--- src/rtl/phy_tx_serializer.sv ---
// Two-lane transmit serializer: sends a comma training burst after reset, then
// shifts each lane's byte out MSB-first, substituting a comma for invalid slots.
module phy_tx_serializer #(
    parameter logic [7:0]  COMMA      = 8'hBC,
    parameter int unsigned SYNC_BYTES = 4
) (
    input  logic       clk_8f,
    input  logic       reset,
    input  logic       enable,
    input  logic [7:0] data_in_0,
    input  logic       valid_in_0,
    input  logic [7:0] data_in_1,
    input  logic       valid_in_1,
    output logic       out_0,
    output logic       out_1,
    output logic       byte_ready,
    output logic       active
);

    localparam int unsigned BYTE_W = 8;
    localparam int unsigned CNT_W  = 3;
    localparam int unsigned SYNC_W = 4;

    localparam logic [CNT_W-1:0]  LAST_BIT  = CNT_W'(BYTE_W - 1);
    localparam logic [SYNC_W-1:0] SYNC_LAST = SYNC_W'(SYNC_BYTES - 1);

    typedef enum logic {
        ST_SYNC   = 1'b0,
        ST_ACTIVE = 1'b1
    } state_e;

    state_e              state_q,    state_d;
    logic [CNT_W-1:0]    bit_cnt_q,  bit_cnt_d;
    logic [SYNC_W-1:0]   sync_cnt_q, sync_cnt_d;
    logic [BYTE_W-1:0]   shift_0_q,  shift_0_d;
    logic [BYTE_W-1:0]   shift_1_q,  shift_1_d;
    logic                active_q,   active_d;
    logic                load_c;

    assign load_c = enable && (bit_cnt_q == LAST_BIT);

    // State, counters and shift registers
    always_ff @(posedge clk_8f or posedge reset) begin
        if (reset) begin
            state_q    <= ST_SYNC;
            bit_cnt_q  <= LAST_BIT;
            sync_cnt_q <= '0;
            shift_0_q  <= '0;
            shift_1_q  <= '0;
            active_q   <= 1'b0;
        end else begin
            state_q    <= state_d;
            bit_cnt_q  <= bit_cnt_d;
            sync_cnt_q <= sync_cnt_d;
            shift_0_q  <= shift_0_d;
            shift_1_q  <= shift_1_d;
            active_q   <= active_d;
        end
    end

    // Next-state: hold when disabled, load on the last bit, otherwise shift left
    always_comb begin
        state_d    = state_q;
        bit_cnt_d  = bit_cnt_q;
        sync_cnt_d = sync_cnt_q;
        shift_0_d  = shift_0_q;
        shift_1_d  = shift_1_q;

        if (enable) begin
            bit_cnt_d = bit_cnt_q + CNT_W'(1);
            if (load_c) begin
                case (state_q)
                    ST_SYNC: begin
                        shift_0_d  = COMMA;
                        shift_1_d  = COMMA;
                        sync_cnt_d = sync_cnt_q + SYNC_W'(1);
                        if (sync_cnt_q == SYNC_LAST) begin
                            state_d = ST_ACTIVE;
                        end
                    end
                    ST_ACTIVE: begin
                        shift_0_d = valid_in_0 ? data_in_0 : COMMA;
                        shift_1_d = valid_in_1 ? data_in_1 : COMMA;
                    end
                    default: begin
                        state_d = ST_SYNC;
                    end
                endcase
            end else begin
                shift_0_d = {shift_0_q[BYTE_W-2:0], 1'b0};
                shift_1_d = {shift_1_q[BYTE_W-2:0], 1'b0};
            end
        end

        // Tracks the state being entered so active rises with the final training load
        active_d = (state_d == ST_ACTIVE);
    end

    assign out_0      = enable && shift_0_q[BYTE_W-1];
    assign out_1      = enable && shift_1_q[BYTE_W-1];
    assign byte_ready = load_c && (state_q == ST_ACTIVE);
    assign active     = active_q;

endmodule

--- config.mk ---
export PLATFORM = sky130hd
export DESIGN_NAME = phy_tx_serializer
export DESIGN_NICKNAME = d
export VERILOG_FILES = /design/src/rtl/phy_tx_serializer.sv
export SDC_FILE = /design/constraint.sdc
export NUM_CORES = 1
export LEC_CHECK = 0
export ABC_AREA = 1
export BUFFER_PORTS_ARGS = -buffer_cell sky130_fd_sc_hd__buf_2
export CELL_PAD_IN_SITES_DETAIL_PLACEMENT = 1
export CELL_PAD_IN_SITES_GLOBAL_PLACEMENT = 1
export CORE_ASPECT_RATIO = 0.8
export CORE_MARGIN = 2
export CORE_UTILIZATION = 41
export CTS_CLUSTER_SIZE = 28
export DETAILED_ROUTE_END_ITERATION = 7
export PLACE_DENSITY_LB_ADDON = 0.08
export SLEW_MARGIN = 20
export SYNTH_ARGS = -nofsm -noshare
export SYNTH_HDL_FRONTEND = slang
export SYNTH_SLANG_ARGS = --single-unit
--- constraint.sdc ---
create_clock -name clk_8f -period 3.6 [get_ports clk_8f]
set_input_delay 0.9 -clock clk_8f [delete_from_list [all_inputs] [get_ports clk_8f]]
set_output_delay 0.9 -clock clk_8f [all_outputs]
set_load 0.05 [all_outputs]
==> metrics.csv <==
metric,value,unit
status,"finished, final reports clean",
"Reg clk slew, reported paths",0.08,ns
nature of the critical path startpoint,register,
first-pass GRT wire length,4726,um
"antenna viol nets, final",0,
largest net degree at the start of global routing,29,
Worst-Skew Late Latency,0.27,ns
DR WL/cell,12.19,um
Placed Cells incl. Taps,221,
# nets final,212,
"delay-heaviest family, CP",flip-flops,
Worst path most repeated cell,ha_1,
Worst setup EP type,output pin,
Num CTS Buffers,3,
switching fraction of total power,0.3229,
gr ovfl total,0,
Layout fillers,367,
starting DRC count in detailed routing,41,
setup TNS,0,ns
register area share after synthesis,0.4909,
final hold violation count,0,
Total GRT Usage,0.1819,
CTS Hold Bufs,0,
"slowest stage cell, crit path",dfstp_2,
CTS sink cnt,24,
antenna violations before repair,0,
Min-Delay Endpoint,bit_cnt_q[1],
Mapped Cells,165,
drt drc,0,
combinational share of power,0.252,
Die Width,65.27,um
Worst VDD drop,0.2795,mV
Root Buffer Master,clkbuf_8,
Mapped Avg Cell Area,7.462,um^2
hold_sp,bit_cnt_q[1],
"Slew Viols, Final",0,
period utilization,0.7854,
Power Internal,494.0,uW
Finished Layout Cells,225,
pin slew with the least headroom to its limit,0.9332,ns
pre-CTS setup slack,0.9312,ns
"Area growth, synth to finish",15.04,%
max_slew headroom,0.3772,
"Arr. time, crit path",1.93,ns
R2R Setup Slk,1.87,ns
vias in the first global route,1075,
RR Endpoint,sync_cnt_q[2],
post-route setup slack,0.7724,ns
number of nets produced by synthesis,189,
Tot Pwr,729.5,uW
Max Cap Violations,0,
vias,1070,
Pwr Density,515.1,nW/um^2
CTS tree,built,
Clock Path Buffers,2,
Buf/Inv on CP,2,
Seq cells post-synth,24,
die height,53.02,um
mapped cell area,1231,um^2
unrepaired setup endpoints after global routing,false,
Final HPWL DP,1952,um
multi-input logic area,501.7,um^2
Finished Cell Area,1416,um^2
Yosys Warn Count,0,
Clock power frac,0.224,
H-tree depth reported by CTS,1,
routability cong.,0.7163,
PortBufs,24,
First-pass DRT Iterations,4,
Die ar.,3460,um^2
DP Area,1371,um^2
Hold Crit Class,register to register,
clock skew,0.009928,ns
critical-path maximum fanout,15,
NetSw,235.6,uW
power share of the sequential group,0.524,
# IOs,25,
"commonest non-fill, non-tap cell in the layout",nand2_1,
Worst EP required,2.70,ns
initial core utilization,0.4385,
Diodes inserted,0,
drt total wl,2742,um
Reg area,604.3,um^2
layout cell share with drive strength beyond 1,0.1765,
max incr delay on CP,0.55,ns
fmax,353.7,MHz
CP Class,register to output pin,
DR vias/cell,4.756,
CP Cell Sequence,ha_1 -> ha_1 -> nand3_2 -> inv_1 -> buf_2,
most frequent cells in the layout,"nand2_1 (47), nor2_1 (26), buf_2 (24)",
worst-case reg-to-reg path depth,8,
Reg2Reg Launch Point,bit_cnt_q[0],
hold path depth,2,
CTS resizes,0,
Synth cell types,17,
Core Box Area,2808,um^2
# rows,17,
setup bufs post-CTS,0,
"Setup violations, final",0,
cell leakage power,0.0007605,uW
Tmin final,2.828,ns
==> synthesized netlist by cell type (all sizes together) <==
library cell  instances  area (um^2)
nand2                47        176.4
nor2                 26        97.59
o21ai                25        125.1
inv                  22        82.58
dfrtp                21        525.5
nand3                 6        35.03
buf                   5        30.02
clkbuf                3        12.51
dfstp                 3        78.83
ha                    3        37.54
nand4                 2        12.51
xnor2                 1        8.760
xor2                  1        8.760
==> state kept, by name (all words and copies together) (netlist names) <==
register	cells
shift_0_q	8
bit_cnt_q	3
sync_cnt_q	4
active	1
shift_1_q	8
==> worst reg2reg max path: cells and delay by family, from the launching register on <==
family | cells | cell delay (ns)
flops | 1 | 0.55
buf+inv | 2 | 0.39
simple gates | 4 | 0.36
fa+ha+maj | 2 | 0.34
==> metrics by stage <==
step           hold WS (ns)    util
2_1_floorplan        0.4449       -
3_3_place_gp         0.4550  0.4884
3_5_place_dp         0.4656  0.4884
4_1_cts              0.4829  0.5045
5_1_grt              0.4962  0.5045
6_report             0.4790  0.5045
==> power groups by stage <==
stage                     Sequential, uW  Clock (uW)  Combinational (uW)
final                                382         163                 184
after floorplan                      377           0                 139
after global placement               385           0                 178
after detailed placement             387           0                 189
after CTS                            383         171                 190
after global routing                 390         180                 213
==> cell families (layout without fill, tap and decap cells) <==
logic type      after synthesis  in the layout  share of synthesized area
compound gates               25             25                     0.1016
xor+xnor                      2              2                    0.01423
fa+ha+maj                     3              3                    0.03049
buf+inv                      30             52                     0.1016
flops                        24             24                     0.4909
simple gates                 81             81                     0.2612
==> worst max-delay path by stage <==
| stage | end | slack [ns] | cells past startpoint | start |
|---|---|---|---|---|
| 4_1_cts | byte_ready | 0.73 | 5 | bit_cnt_q[0] |
| 5_1_grt | byte_ready | 0.69 | 5 | bit_cnt_q[1] |
| 3_5_place_dp | byte_ready | 0.93 | 4 | enable |
| 3_3_place_gp | byte_ready | 0.97 | 4 | enable |
| 2_1_floorplan | out_0 | 1.14 | 4 | enable |
| 6_report | byte_ready | 0.77 | 5 | bit_cnt_q[0] |
==> area by class of cell <==
class | count | share of cell area
Sequential cell | 24 | 0.4267
Multi-Input combinational cell | 111 | 0.3542
Timing Repair Buffer | 26 | 0.09541
Inverter | 22 | 0.05830
Tap cell | 38 | 0.03357
Clock buffer | 4 | 0.03180
==> per-layer routing <==
| metal | GRT usage | vias up | share of wire |
|---|---|---|---|
| met1 | 0.2278 | 497 | 0.48 |
| met2 | 0.3231 | 21 | 0.47 |
| met3 | 0.04043 | 2 | 0.047 |
| met5 | 0 | - | 0 |
| met4 | 0.04167 | 0 | 0.0058 |
| li1 | - | 550 | - |
No activity file was read; power rests on OpenSTA's default activity.
